### src/rtl/wavegen_pkg.sv
// Shared sample types for the waveform generator and its I2S transmitter.
// The generator wrapper reuses the same sample and pair definitions.
package wavegen_pkg;

  localparam int SAMPLE_W = 16;

  typedef logic signed [SAMPLE_W-1:0] sample_t;

  typedef struct packed {
    sample_t a;
    sample_t b;
  } sample_pair_t;

endpackage

### src/rtl/wavegen_i2s_tx_if.sv
// Sample-pair valid/ready handshake feeding the I2S transmitter.
// The source drives a/b/valid; the transmitter answers with ready.
interface wavegen_i2s_tx_if
  import wavegen_pkg::*;
#(
  parameter int DATA_WIDTH = SAMPLE_W
);

  logic [DATA_WIDTH-1:0] a;
  logic [DATA_WIDTH-1:0] b;
  logic                  valid;
  logic                  ready;

  modport master (
    output a, b, valid,
    input  ready
  );

  modport slave (
    input  a, b, valid,
    output ready
  );

endinterface

### src/rtl/i2s_clk_div.sv
// BCLK divider: toggles bclk every BCLK_HALF clk cycles while enabled.
// fall strobes on the cycle whose edge takes bclk from 1 to 0.
module i2s_clk_div #(
  parameter int BCLK_HALF = 4
) (
  input  logic clk,
  input  logic rst,
  input  logic en,
  output logic bclk,
  output logic fall
);

  localparam int DW = (BCLK_HALF > 1) ? $clog2(BCLK_HALF) : 1;
  localparam logic [DW-1:0] LAST = DW'(BCLK_HALF - 1);

  logic [DW-1:0] div;
  logic          wrap;

  assign wrap = (div == LAST);
  assign fall = en && wrap && bclk;

  // Divider counter and bit clock; held at zero while disabled.
  always_ff @(posedge clk) begin
    if (rst || !en) begin
      div  <= '0;
      bclk <= 1'b0;
    end else if (wrap) begin
      div  <= '0;
      bclk <= ~bclk;
    end else begin
      div  <= div + 1'b1;
    end
  end

endmodule

### src/rtl/wavegen_i2s_tx.sv
// I2S transmitter: one holding register, frame register and serializer.
// Channel A goes out on lrclk=0, channel B on lrclk=1, MSB one BCLK late.
module wavegen_i2s_tx
  import wavegen_pkg::*;
#(
  parameter int DATA_WIDTH = SAMPLE_W,
  parameter int SLOT_WIDTH = 32,
  parameter int BCLK_HALF  = 4
) (
  input  logic              clk,
  input  logic              rst,
  input  logic              en,
  wavegen_i2s_tx_if.slave   src,
  output logic              bclk,
  output logic              lrclk,
  output logic              sdata,
  output logic              frame_start,
  output logic              underrun,
  input  logic              clr_underrun
);

  localparam int PW = $clog2(2 * SLOT_WIDTH);
  localparam int IW = (DATA_WIDTH > 1) ? $clog2(DATA_WIDTH) : 1;
  localparam logic [PW-1:0] POS_LAST = PW'(2 * SLOT_WIDTH - 1);
  localparam logic [PW-1:0] POS_B = PW'(SLOT_WIDTH);

  typedef struct packed {
    logic [DATA_WIDTH-1:0] a;
    logic [DATA_WIDTH-1:0] b;
  } pair_t;

  pair_t         hold;
  pair_t         frame;
  logic          full;
  logic          fall;
  logic          start;
  logic          accept;
  logic [PW-1:0] pos;
  logic [PW-1:0] pos_nxt;
  logic          lr_nxt;
  logic          sd_nxt;
  int            p;

  i2s_clk_div #(
    .BCLK_HALF(BCLK_HALF)
  ) u_div (
    .clk (clk),
    .rst (rst),
    .en  (en),
    .bclk(bclk),
    .fall(fall)
  );

  assign accept    = src.valid && !full;
  assign start     = fall && (pos == POS_LAST);
  assign src.ready = !full;

  // Next slot position and the lrclk/sdata values it selects.
  always_comb begin
    pos_nxt = (pos == POS_LAST) ? '0 : pos + 1'b1;
    lr_nxt  = (pos_nxt >= POS_B);
    p       = int'(pos_nxt);
    sd_nxt  = 1'b0;
    if (p >= 1 && p <= DATA_WIDTH) begin
      sd_nxt = frame.a[IW'(DATA_WIDTH - p)];
    end else if (p >= SLOT_WIDTH + 1 &&
                 p <= SLOT_WIDTH + DATA_WIDTH) begin
      sd_nxt = frame.b[IW'(DATA_WIDTH + SLOT_WIDTH - p)];
    end
  end

  // Holding register fill and hand-off to the frame register.
  always_ff @(posedge clk) begin
    if (rst) begin
      hold  <= '0;
      frame <= '0;
      full  <= 1'b0;
    end else if (accept) begin
      hold <= pair_t'({src.a, src.b});
      full <= 1'b1;
    end else if (start && full) begin
      frame <= hold;
      full  <= 1'b0;
    end
  end

  // Slot position and serial outputs, updated on falling BCLK ticks.
  always_ff @(posedge clk) begin
    if (rst || !en) begin
      pos   <= POS_LAST;
      lrclk <= 1'b0;
      sdata <= 1'b0;
    end else if (fall) begin
      pos   <= pos_nxt;
      lrclk <= lr_nxt;
      sdata <= sd_nxt;
    end
  end

  // Frame start pulse and sticky underrun; a set beats a clear.
  always_ff @(posedge clk) begin
    if (rst) begin
      frame_start <= 1'b0;
      underrun    <= 1'b0;
    end else begin
      frame_start <= start;
      if (start && !full) begin
        underrun <= 1'b1;
      end else if (clr_underrun) begin
        underrun <= 1'b0;
      end
    end
  end

endmodule

### src/flat_wrapper.sv
// flat-port wrapper written by rule: the top's interface ports become plain ports
module wavegen_i2s_tx_flat import wavegen_pkg::*;
#(
  parameter int DATA_WIDTH = SAMPLE_W,
  parameter int SLOT_WIDTH = 32,
  parameter int BCLK_HALF  = 4
)
  (clk, rst, en, bclk, lrclk, sdata, frame_start, underrun, clr_underrun, src_a, src_b, src_valid, src_ready);
  wavegen_i2s_tx_if #(.DATA_WIDTH(DATA_WIDTH)) src_i ();
  input  logic clk;
  input  logic rst;
  input  logic en;
  output logic bclk;
  output logic lrclk;
  output logic sdata;
  output logic frame_start;
  output logic underrun;
  input  logic clr_underrun;
  input wire logic [$bits(src_i.a)-1:0] src_a;
  input wire logic [$bits(src_i.b)-1:0] src_b;
  input wire logic [$bits(src_i.valid)-1:0] src_valid;
  output wire logic [$bits(src_i.ready)-1:0] src_ready;
  assign src_i.a = src_a;
  assign src_i.b = src_b;
  assign src_i.valid = src_valid;
  assign src_ready = src_i.ready;
  wavegen_i2s_tx #(.DATA_WIDTH(DATA_WIDTH), .SLOT_WIDTH(SLOT_WIDTH), .BCLK_HALF(BCLK_HALF)) u_core (.clk(clk), .rst(rst), .en(en), .src(src_i), .bclk(bclk), .lrclk(lrclk), .sdata(sdata), .frame_start(frame_start), .underrun(underrun), .clr_underrun(clr_underrun));
endmodule
### config.mk
export PLATFORM = sky130hd
export DESIGN_NAME = wavegen_i2s_tx_flat
export DESIGN_NICKNAME = d
export VERILOG_FILES = /design/src/rtl/wavegen_pkg.sv /design/src/rtl/wavegen_i2s_tx_if.sv /design/src/rtl/i2s_clk_div.sv /design/src/rtl/wavegen_i2s_tx.sv /design/src/flat_wrapper.sv
export SDC_FILE = /design/constraint.sdc
export NUM_CORES = 1
export LEC_CHECK = 0
export CAP_MARGIN = 20
export CELL_PAD_IN_SITES_DETAIL_PLACEMENT = 0
export CELL_PAD_IN_SITES_GLOBAL_PLACEMENT = 1
export CORE_MARGIN = 2
export CORE_UTILIZATION = 30
export CTS_BUF_LIST = sky130_fd_sc_hd__clkbuf_2
export CTS_CLUSTER_DIAMETER = 60
export DETAILED_ROUTE_END_ITERATION = 7
export PLACE_DENSITY_LB_ADDON = 0.08
export SYNTH_ARGS = -nofsm -noshare
export SYNTH_HDL_FRONTEND = slang
export SYNTH_SLANG_ARGS = --single-unit
export TNS_END_PERCENT = 100
### constraint.sdc
create_clock -name clk -period 4.3 [get_ports clk]
set_input_delay 0.86 -clock clk [delete_from_list [all_inputs] [get_ports clk]]
set_output_delay 0.86 -clock clk [all_outputs]
set_load 0.005 [all_outputs]
==> impl_results.md, run 1 <==
- Routability congestion estimate from global placement: 0.786
- Count of final setup violators: 0
- Combinational share of power: 7.3%
- Post-Syn Area: 3360 um2
- First-pass GRT wire length: 13.5 mm
- Final hold vios: 0
- Max frequency: 346 MHz
- Area grow syn2layout: 18.0%
- Syn. warnings: 0
- Gr usage total: 14.6%
- CP bufs+invs: 2
- WL/cell: 13.6 um
- Critical path launch point type: flop
- Most used cell, CP: a21oi_1
- TritonCTS clock tree: built
- Rows: 38
- Clock Tree Buf Depth: 2
- CP max stage delay: 0.62 ns
- Sequential cell area fraction in the yosys report: 46.5%
- Port Buffers: 42
- Max_slew headroom: 58.1%
- Hold/Removal Path Class: reg2reg
- Hpwl dp: 5.43 mm
- Int Power: 929 uW
- CP Cell Sequence: inv_1 -> ha_1 -> buf_4 -> mux4_2 -> mux2i_1 -> a21oi_1 -> a22oi_1 -> a21oi_1
- Setup CP Type: reg2reg
- Pre-antenna DRT Iters: 4
- PD cells: 311 nW/um2
- Synthesis-stage register bit count: 78
- DIE WIDTH: 110 um
- Final antenna-violating net count: 0
- Worst vdd ir: 0.125 mV
- Crit path max-delay cell type: dfxtp_1
- FF+latch area: 1560 um2
- Final nets: 489
- Multi-input logic area: 1590 um2
- Antenna diodes: 0
- Total CTS buffers: 9
- Share of layout cells above drive strength 1: 7.93%
- Total setup buffers inserted after CTS: 0
- Crit-path leading delay family: multiplexers
- Leakage Power: 1.42 nW
- CP arrival: 3.29 ns
- Setup crit end kind: flop
- Pin count of the biggest net entering global routing: 43
- Worst Tran Pin Value: 0.625 ns
- Initial antenna violation count: 0
- Clk slew on worst S/H paths: 0.21 ns
- Clock sinks: 78
- Synth unique cells: 47
- Die area: 12100 um2
- Final Max Tran Viols: 0
- Die Ht: 110 um
- Max-Cap Viols: 0
- Hold_buf cts: 0
- Setup tns final: 0 ns
- Crit share post-route: 67.2%
- I/O pin cnt: 43
- Sequential share of power: 61.1%
- Overflow after GRT: 0
- Total power: 1.23 mW
- Fill cells: 1186
- Initial Util: 30.8%
- Outcome: finished clean
- Setup Skew: 0.0245 ns
- Final WL: 8.06 mm
- Commonest cells after routing, fill and taps aside: nand2_1, dfxtp_1, a21oi_1
- Final Critical Period: 2.89 ns
- Clk_lat worst skew: 0.51 ns
- CP max FO: 12
- # DRC: 0
- Vias after detailed routing: 2772
- H-tree depth: 3
- Syn Nets: 461
- Cells after synthesis: 421
- Iter 0 DRT Violations: 128
- # resized after CTS: 0
- Switching portion of total power: 24.5%
- Core area: 10900 um2
- Mean post-synth cell area: 7.98 um2
- Unrepaired setup endpoints after global routing: false
- Vias in the first global route: 2609
- Net switching power: 302 uW
- CTS root buffer: clkbuf_2
- WP data required: 4.70 ns
- Clock power frac: 31.6%
- Commonest non-fill, non-tap cell in the layout: nand2_1
- Vias per cell: 4.67
==> synth_stat cells, drive strengths merged <==
cell type	count	share of area, %
clkbuf	14	1.6
nor4	1	0.19
xnor2	1	0.26
o21a	1	0.22
a22oi	2	0.45
nand2b	4	0.82
mux4	3	2.0
o21ai	6	0.89
nor2	13	1.5
or2	2	0.37
a21o	1	0.26
a211o	1	0.26
o211a	1	0.30
xor2	2	0.52
or4	1	0.22
nor3b	1	0.22
a21oi	72	11
o2111ai	1	0.26
a211oi	2	0.45
a311oi	3	0.97
nor4b	1	0.26
nand2	146	17
mux2i	7	2.1
o221ai	1	0.26
buf	18	4.0
or3	1	0.19
o211ai	4	0.89
a32oi	1	0.26
inv	5	0.56
ha	3	1.1
mux2	1	0.45
dfxtp	78	46
nor3	7	1.2
nand3	5	1.0
nor2b	3	0.56
a31oi	3	0.56
a31o	1	0.26
o311ai	1	0.26
and2	3	0.56
==> path summary, 6_finish.rpt <==
kind / start / slack [ns] / cells past startpoint / to
min: u_core.u_div.div[0] / 0.44 / 1 / u_core.u_div.div[0]
max reg2reg: u_core.pos[0] / 1.41 / 8 / u_core.sdata
min reg2reg: u_core.u_div.div[0] / 0.44 / 1 / u_core.u_div.div[0]
max: u_core.pos[0] / 1.41 / 8 / u_core.sdata
==> worst register-to-register path, delay by kind of cell, from the launching register on <==
family,cells,cell delay (ns)
muxes,2,0.73
buffers and inverters,2,0.50
adders and majority gates,1,0.53
AOI/OAI and AO/OA,3,0.41
DFF,1,0.62
==> area by class of cell <==
cell class                 instances  area share, %
sequential                        78           39.4
multi-input combinational        306           40.2
inverter                           5          0.473
clock buffer                      12           1.52
tap                              140           4.42
timing repair buffer              49           12.8
clock inverter                     4           1.20
==> sequential cells by signal (all words and copies together) (netlist names), 2 cells and up <==
| name | flops |
|---|---|
| u_core.frame | 32 |
| u_core.u_div.div | 2 |
| u_core.hold | 32 |
| u_core.pos | 6 |
==> cells by family after synthesis <==
logic type               after synthesis  share of synthesized area (%)
buffers and inverters                 37                           6.15
flip-flops                            78                           46.5
XOR/XNOR                               3                          0.783
AO/OA/AOI/OAI                        101                           17.3
AND/OR/NAND/NOR                      188                           23.6
adder cells (fa/ha/maj)                3                           1.12
multiplexers                          11                           4.55
==> metal layers <==
metal	track usage, %	wire length, um
met1	20.3	4120
met4	6.42	137
met3	3.26	243
met5	0	0
met2	21.3	3570
==> power by group through the flow <==
stage	Clock (mW)	Sequential, mW	Combinational [mW]
floorplan	0	0.764	0.0419
global placement	0	0.767	0.0866
detailed placement	0	0.767	0.0917
CTS	0.417	0.753	0.0922
global route	0.447	0.756	0.101
finish	0.390	0.753	0.0895
==> metrics by stage <==
step | std cells | area, um2 | setup slack, ns | hold WS [ns] | utilization (%)
after floorplan | 421 | 3360 | 2.32 | 0.404 | -
after global placement | 576 | 3800 | 1.45 | 0.413 | 34.9
after detailed placement | 578 | 3860 | 1.45 | 0.424 | 35.4
after CTS | 594 | 3960 | 1.40 | 0.450 | 36.4
after global routing | 594 | 3960 | 1.26 | 0.483 | 36.4
final | 594 | 3960 | 1.41 | 0.444 | 36.4
No activity file was read; power rests on OpenSTA's default activity.
==> inputs of run 2 (changes only) <==
==> constraint.sdc (replaced) <==
create_clock -name clk -period 2.5 [get_ports clk]
set_input_delay 0.5 -clock clk [delete_from_list [all_inputs] [get_ports clk]]
set_output_delay 0.5 -clock clk [all_outputs]
set_load 0.005 [all_outputs]
==> run 2 against run 1 <==
  * Sequential cell count stayed put
  * Register-to-register slack worse by 1.1 ns
  * Via count is 1.3% higher
  * Final area is 0.32% lower
  * Wire length is 0.66% higher
  * Largest power group unchanged
  * Critical path depth stayed put
  * Die area stayed put
==> impl_results.md, run 2 (synthesized netlist as in run 1, its figures left out) <==
- Pin count of the biggest net entering global routing: 47 (was 43)
- Multi-input logic area: 1590 um2 (unchanged)
- Worst R2R End: u_core.sdata (unchanged)
- Overflow after GRT: 0 (unchanged)
- DIE WIDTH: 110 um (unchanged)
- Clock power frac: 32.2% (was 31.6%)
- Initial antenna violation count: 0 (unchanged)
- WL/cell: 13.6 um (about the same)
- WHS: 0.371 ns (was 0.444 ns)
- Worst vdd ir: 0.185 mV (was 0.125 mV)
- Setup CP Type: reg2reg (unchanged)
- Min-delay src: rst (was u_core.u_div.div[0])
- Port Buffers: 42 (unchanged)
- Area grow syn2layout: 17.7% (was 18.0%)
- Final antenna-violating net count: 0 (unchanged)
- Vias per cell: 4.72 (was 4.67)
- CP Cell Sequence: buf_4 -> ha_1 -> nand3_2 -> o21a_1 -> mux2i_1 -> a311oi_2 -> a311oi_1 -> a21oi_1 (was inv_1 -> ha_1 -> buf_4 -> mux4_2 -> mux2i_1 -> a21oi_1 -> a22oi_1 -> a21oi_1)
- Gr usage total: 14.5% (was 14.6%)
- First-pass GRT wire length: 13.4 mm (was 13.5 mm)
- Sequential share of power: 60.8% (was 61.1%)
- Crit path max-delay cell type: o21a_1 (was dfxtp_1)
- Final Critical Period: 2.23 ns (was 2.89 ns)
- Clock sinks: 78 (unchanged)
- Leakage Power: 1.41 nW (was 1.42 nW)
- Fill cells: 1178 (was 1186)
- # resized after CTS: 0 (unchanged)
- Hold path cells: 2 (was 1)
- Die Ht: 110 um (unchanged)
- Switching portion of total power: 25.8% (was 24.5%)
- FF+latch area: 1560 um2 (unchanged)
- CP max stage delay: 0.44 ns (was 0.62 ns)
- Setup tns final: 0 ns (unchanged)
- Iter 0 DRT Violations: 87 (was 128)
- Net switching power: 549 uW (was 302 uW)
- Int Power: 1.58 mW (was 929 uW)
- Max_slew headroom: 66.5% (was 58.1%)
- Hpwl dp: 5.52 mm (was 5.43 mm)
- Antenna diodes: 0 (unchanged)
- Clk slew on worst S/H paths: 0.23 ns (was 0.21 ns)
- WP data required: 2.97 ns (was 4.70 ns)
- Setup crit end kind: flop (unchanged)
- Unrepaired setup endpoints after global routing: false (unchanged)
- Worst r2r src: u_core.pos[0] (unchanged)
- Count of final setup violators: 0 (unchanged)
- Setup Skew: 0.0289 ns (was 0.0245 ns)
- Clock Tree Buf Depth: 2 (unchanged)
- CP max FO: 10 (was 12)
- Final hold vios: 0 (unchanged)
- CTS root buffer: clkbuf_2 (unchanged)
- Final WL: 8.12 mm (was 8.06 mm)
- H-tree depth: 3 (unchanged)
- Core area: 10900 um2 (unchanged)
- Share of layout cells above drive strength 1: 7.91% (was 7.93%)
- Vias in the first global route: 2682 (was 2609)
- PD cells: 539 nW/um2 (was 311 nW/um2)
- Hold/Removal Path Class: in2reg (was reg2reg)
- Commonest non-fill, non-tap cell in the layout: nand2_1 (unchanged)
- Final nets: 491 (was 489)
- Biggest regs: u_core.frame: 32 flops, u_core.hold: 32 flops, u_core.pos: 6 flops (unchanged)
- Worst Tran Pin Value: 0.502 ns (was 0.625 ns)
- CP arrival: 2.70 ns (was 3.29 ns)
- Clk_lat worst skew: 0.55 ns (was 0.51 ns)
- TritonCTS clock tree: built (unchanged)
- Routability congestion estimate from global placement: 0.863 (was 0.786)
- Initial Util: 30.8% (unchanged)
- Combinational share of power: 7.0% (was 7.3%)
- Total setup buffers inserted after CTS: 0 (unchanged)
- Crit share post-route: 89.4% (was 67.2%)
- Total CTS buffers: 9 (unchanged)
- Vias after detailed routing: 2807 (was 2772)
- Die area: 12100 um2 (unchanged)
- Hold_buf cts: 0 (unchanged)
- Max-Cap Viols: 0 (unchanged)
- # DRC: 0 (unchanged)
- Critical path launch point type: flop (unchanged)
- Final Max Tran Viols: 0 (unchanged)
- Hold Path Sink: u_core.underrun (was u_core.u_div.div[0])
- I/O pin cnt: 43 (unchanged)
- Setup slack, reg-to-reg: 0.27 ns (was 1.41 ns)
- R2R cell count: 8 (unchanged)
- Rows: 38 (unchanged)
- Pre-antenna DRT Iters: 4 (unchanged)
- Outcome: finished clean (unchanged)
- Max frequency: 448 MHz (was 346 MHz)
- Commonest cells after routing, fill and taps aside: nand2_1, dfxtp_1, a21oi_1 (unchanged)
run 2: cell types whose count changed in the layout (fill, tap and decap cells not counted):
cell and change:
buf_12 +1, buf_16 -2, buf_4 +3, clkbuf_2 -3, clkinv_1 +1, clkinv_2 -1, clkinvlp_4 +1, inv_6 +1
run 2: power groups by stage:
stage	clock network [mW]	logic (mW)	registers, mW
after floorplan	0	0.0721	1.31
after global placement	0	0.153	1.32
after detailed placement	0	0.154	1.32
after CTS	0.714	0.155	1.30
after global routing	0.756	0.169	1.30
final	0.684	0.150	1.29
run 2: worst max-delay path by stage:
stage	from	to	slack [ns]
floorplan	u_core.pos[1]	u_core.sdata	0.52
global placement	u_core.pos[0]	u_core.sdata	0.28
detailed placement	u_core.pos[0]	u_core.sdata	0.24
CTS	u_core.pos[0]	u_core.sdata	0.22
global route	u_core.pos[0]	u_core.sdata	0.1
finish	u_core.pos[0]	u_core.sdata	0.27
run 2: area by class of cell:
cell class / instances / share of cell area [%]
clock inverter: 6 / 1.58
tap: 140 / 4.43
sequential: 78 / 39.5
inverter: 5 / 0.475
timing repair buffer: 51 / 12.5
multi-input combinational: 306 / 40.3
clock buffer: 9 / 1.14
run 2: layer usage:
layer  track usage [%]  wire length [um]
met1              18.6              4020
met2              23.4              3690
met3              3.08               279
met4              5.97               126
met5                 0                 0
run 2: critical path, delay by kind of cell (launching register included):
family / cells / cell delay (ns)
buffers and inverters: 1 / 0.18
adder cells (fa/ha/maj): 1 / 0.28
flip-flops: 1 / 0.36
multiplexers: 1 / 0.32
AND/OR/NAND/NOR: 1 / 0.11
AO/OA/AOI/OAI: 4 / 0.94
run 2: per-stage QoR:
stage,worst slack (ns),power [mW],std cells,instance area [um2],util [%]
6_report,0.266,2.13,595,3950,36.3
5_1_grt,0.0951,2.23,595,3950,36.3
4_1_cts,0.222,2.16,595,3950,36.3
3_5_place_dp,0.236,1.47,580,3840,35.3
3_3_place_gp,0.277,1.47,580,3840,35.3
2_1_floorplan,0.523,1.39,421,3360,-
